### config.mk
export PLATFORM = sky130hd
export DESIGN_NAME = div_sequencer
export DESIGN_NICKNAME = d
export VERILOG_FILES = /design/src/rtl/div_sequencer.sv
export SDC_FILE = /design/constraint.sdc
export NUM_CORES = 1
export LEC_CHECK = 0
export BUFFER_PORTS_ARGS = -buffer_cell sky130_fd_sc_hd__buf_2
export CORE_ASPECT_RATIO = 0.6
export CORE_UTILIZATION = 45
export CTS_BUF_LIST = sky130_fd_sc_hd__clkbuf_2 sky130_fd_sc_hd__clkbuf_4 sky130_fd_sc_hd__clkbuf_8
export CTS_CLUSTER_DIAMETER = 200
export DETAILED_ROUTE_END_ITERATION = 8
export PLACE_DENSITY = 0.81
export SKIP_LAST_GASP = 1
export SLEW_MARGIN = 20
export SYNTH_ARGS = -nofsm -noshare
export SYNTH_HDL_FRONTEND = slang
export SYNTH_SLANG_ARGS = --single-unit
### constraint.sdc
create_clock -name clk -period 2.5 [get_ports clk]
set_input_delay 0.5 -clock clk [delete_from_list [all_inputs] [get_ports clk]]
set_output_delay 0.5 -clock clk [all_outputs]
set_load 0.02 [all_outputs]
### src/rtl/div_sequencer.sv
// div_sequencer: accepts one divide request at a time, launches a multi-cycle divider,
// and returns its result with divide-by-zero and timeout flags.
module div_sequencer #(
    parameter int TIMEOUT = 100
) (
    input  logic        clk,
    input  logic        reset,
    input  logic        req_valid,
    output logic        req_ready,
    input  logic [31:0] req_a,
    input  logic [31:0] req_b,
    input  logic [1:0]  req_op,
    output logic [31:0] div_a,
    output logic [31:0] div_b,
    output logic        div_divs,
    output logic        div_remainder,
    output logic        div_go,
    input  logic [31:0] div_c,
    input  logic        div_is_zero,
    input  logic        div_is_negative,
    input  logic        div_available,
    output logic        rsp_valid,
    input  logic        rsp_ready,
    output logic [31:0] rsp_data,
    output logic        rsp_zero,
    output logic        rsp_negative,
    output logic        rsp_dz,
    output logic        rsp_timeout,
    output logic        busy
);
    typedef enum logic [1:0] {IDLE, ISSUE, WAIT, RESP} state_t;

    localparam logic [7:0] TERM = 8'(TIMEOUT - 1);

    state_t      state_q;
    logic [7:0]  cnt_q;
    logic [31:0] a_q, b_q, data_q;
    logic        divs_q, rem_q, go_q, vld_q, zero_q, neg_q, dz_q, to_q;

    assign req_ready     = (state_q == IDLE);
    assign busy          = (state_q != IDLE);
    assign div_a         = a_q;
    assign div_b         = b_q;
    assign div_divs      = divs_q;
    assign div_remainder = rem_q;
    assign div_go        = go_q;
    assign rsp_valid     = vld_q;
    assign rsp_data      = data_q;
    assign rsp_zero      = zero_q;
    assign rsp_negative  = neg_q;
    assign rsp_dz        = dz_q;
    assign rsp_timeout   = to_q;

    // Operands hold from acceptance through RESP: the divider's sign fix-up reads them live.
    always_ff @(posedge clk or negedge reset) begin
        if (!reset) begin
            state_q <= IDLE;
            cnt_q   <= '0;
            a_q     <= '0;
            b_q     <= '0;
            divs_q  <= 1'b0;
            rem_q   <= 1'b0;
            go_q    <= 1'b0;
            vld_q   <= 1'b0;
            data_q  <= '0;
            zero_q  <= 1'b0;
            neg_q   <= 1'b0;
            dz_q    <= 1'b0;
            to_q    <= 1'b0;
        end else begin
            case (state_q)
                IDLE: if (req_valid) begin
                    a_q     <= req_a;
                    b_q     <= req_b;
                    divs_q  <= req_op[1];
                    rem_q   <= req_op[0];
                    go_q    <= 1'b1;
                    state_q <= ISSUE;
                end
                ISSUE: begin
                    go_q    <= 1'b0;
                    cnt_q   <= '0;
                    state_q <= WAIT;
                end
                WAIT: if (div_available) begin
                    data_q  <= div_c;
                    zero_q  <= div_is_zero;
                    neg_q   <= div_is_negative;
                    dz_q    <= (b_q == '0);
                    to_q    <= 1'b0;
                    vld_q   <= 1'b1;
                    state_q <= RESP;
                end else if (cnt_q == TERM) begin
                    data_q  <= '0;
                    zero_q  <= 1'b1;
                    neg_q   <= 1'b0;
                    dz_q    <= (b_q == '0);
                    to_q    <= 1'b1;
                    vld_q   <= 1'b1;
                    state_q <= RESP;
                end else begin
                    cnt_q <= cnt_q + 8'd1;
                end
                RESP: if (rsp_ready) begin
                    vld_q   <= 1'b0;
                    state_q <= IDLE;
                end
                default: state_q <= IDLE;
            endcase
        end
    end
endmodule

==> results.toml <==
[global_routing]
grt_antenna_before_repair = 0
grt_usage_pct = 22.25
grt_max_degree = 67
grt_pass1_vias = 3442
grt.overflow.total = 0
grt_pass1_wl_mm = 17.75

[worst_setup_path]
cp_slowest_cell = "dfrtp_1"
crit_buf_inv = 2
crit_chain = "inv_1, ha_1, and2_4, a31oi_4, buf_4, a22o_1"
cp-start-kind = "flop"
cp-end-kind = "flop"
worst-setup-path-type = "reg -> reg"
arrival_ps = 2340
crit_family = "compound AO/OA/AOI/OAI gates"
cp_max_fo = 27
cp.required_ps = 2850
rr_startpoint = "state_q[0]"
startpoint = "state_q[0]"
slowest_delay_ps = 400

[floorplanning]
rows = 27
die_w_um = 131.1
dieArea_um2 = 10420
io_pins = 211
die_h_um = 79.47
initial_core_util_pct = 47.75
core-area_um2 = 9425

[drt]
vias = 3369
drt_iter0_markers = 110
ant_nets = 0
dr.pass1.iters = 4
routed_via_density = 5.066
drc = 0
wl_per_cell_um = 16.37
wirelength_mm = 10.88

[finish]
drive_above_1_share_pct = 59.44
nets = 634
final_cells = 665
stdcell_area_um2 = 6091
area_growth_pct = 35.33
n_fill_cell = 699
n_antenna_cell = 0

[clock_tree]
clock_path_buffers = 2
cts_tree = "built"
post-cts-setup-buffer-count = 0
clock_latency_ps = 420
cts-root-buf = "clkbuf_8"
cts.sinks = 114
clk_pin_slew_ps = 70
cts_buffers = 17
h-tree-depth = 4

[synth]
ys_ff_latch = 114
yosysTopAreaCell = "dfrtp_1"
syn_area_um2 = 4501
ys_types = 33
avgSynthCellArea_um2 = 14.85
synth_seq_area_share_pct = 63.39
syn_inst = 303
synth.area.top_cells = "dfrtp_1 63%, mux2_2 17%, a22o_1 6.4%"
ys_warn_count = 0
synth_top_area_share_pct = 63.39
synth_nets = 414

[timing]
fin_ws_ps = 507.9
fmax_mhz = 502.0
slew_viol_final = 0
tightestPinTransition_ps = 446.1
final-hold-violation-count = 0
clock_skew_ps = 10.89
setup_tns_ps = 0
setup_viol = 0
maxSlewHeadroom_pct = 69.99
holdWs_ps = 304.5
grt_setup_unrepaired = "false"
fin_crit_ps = 1992
period_share_pct = 79.69

[pwr]
p_leak_nw = 3.126
ir_drop_mv = 0.7621
p_per_area_nw_per_um2 = 1413

[hold_path]
worstHoldStart = "div_c[2]"
hold_class = "in -> reg"

[flow_run]
drv_cap = 0

[outcome]
status = "finished clean"

[placed_design]
place.gp.congestion = 0.8629
dp_cells = 633
io_buffers = 210
post_dp_cell_area_um2 = 5679
post-place-ws_ps = 508.9
hpwlAfterDp_mm = 7.826
[layer usage]
metal	vias up	GRT usage [%]	wire length, um
met1	1672	29.97	4933
li1	1548	-	-
met2	137	33.40	5050
met5	-	0	0
met3	12	7.619	809
met4	0	8.235	90
[worst paths after layout]
path / to / slack, ps / depth (start not counted)
max: rsp_data[23] / 510 / 6
min: rsp_data[2] / 300 / 2
max reg2reg: rsp_data[23] / 510 / 6
min reg2reg: rsp_dz / 470 / 2
max in group asynchronous: state_q[0] / 1240 / 3
min in group asynchronous: rsp_data[6] / 570 / 2
[cell families after synthesis]
kind of cell             after synthesis  synth area share (%)
flip-flops                           114                 63.39
multiplexers                          70                 17.43
AO/OA/AOI/OAI                         49                 9.258
AND/OR/NAND/NOR                       37                 4.643
buffers and inverters                 24                 3.030
adder cells (fa/ha/maj)                6                 1.668
XOR/XNOR                               3                0.5839
[cell type report]
cell class	instances	area [um2]	area share (%)
Clock buffer	22	296.5	4.869
Clock inverter	9	105.1	1.726
Inverter	9	33.78	0.5546
Multi-Input combinational cell	165	1514	24.86
Sequential cell	114	2853	46.84
Tap cell	130	162.7	2.671
Timing Repair Buffer	216	1126	18.49
[state kept, by name, summed over array words and instances (netlist names)]
name           count
div_a             32
div_b             32
rsp_data          32
cnt_q              8
state_q            2
div_divs           1
div_go             1
div_remainder      1
rsp_dz             1
rsp_negative       1
rsp_timeout        1
rsp_valid          1
rsp_zero           1
[cell usage after synthesis (all sizes together)]
cell / instances
a21oi: 3
a22o: 33
a22oi: 1
a31oi: 2
and2: 1
and4b: 1
buf: 12
clkbuf: 3
dfrtp: 114
ha: 6
inv: 9
mux2: 67
mux2i: 3
nand2: 9
nand2b: 2
nand3: 2
nand4: 3
nand4b: 1
nor2: 6
nor2b: 2
nor3: 2
nor4: 8
o211ai: 2
o21ai: 4
o22ai: 1
o31ai: 2
o32a: 1
xnor2: 2
xor2: 1
[report_power, final]
part	internal, W	switching (W)
combinational	0.00154	0.00212
clock	0.000994	0.000713
sequential	0.00271	0.000533
total	0.00524	0.00337
[cell usage in the layout (no fill, tap or decap), drive strengths merged, types with 3 or more instances in the layout]
master,synthesis,routed
a21oi,3,3
a22o,33,33
buf,12,215
clkbuf,3,22
clkinv,0,6
dfrtp,114,114
ha,6,6
inv,9,9
mux2,67,67
mux2i,3,3
nand2,9,9
nand4,3,3
nor2,6,6
nor4,8,8
o21ai,4,4
[metrics by stage]
step / util (%) / total power [W]
final: 64.62 / 0.008608
after global routing: 64.62 / 0.009120
after CTS: 64.62 / 0.008713
after detailed placement: 60.25 / 0.006954
after global placement: 60.25 / 0.006809
after floorplan: - / 0.005632
[timing repair]
item / CTS / global route
hold buffers: 1 / 0
endpoints found under the hold margin: 14 / 0
resized for setup: 0 / 0
No activity file was read; power rests on OpenSTA's default activity.
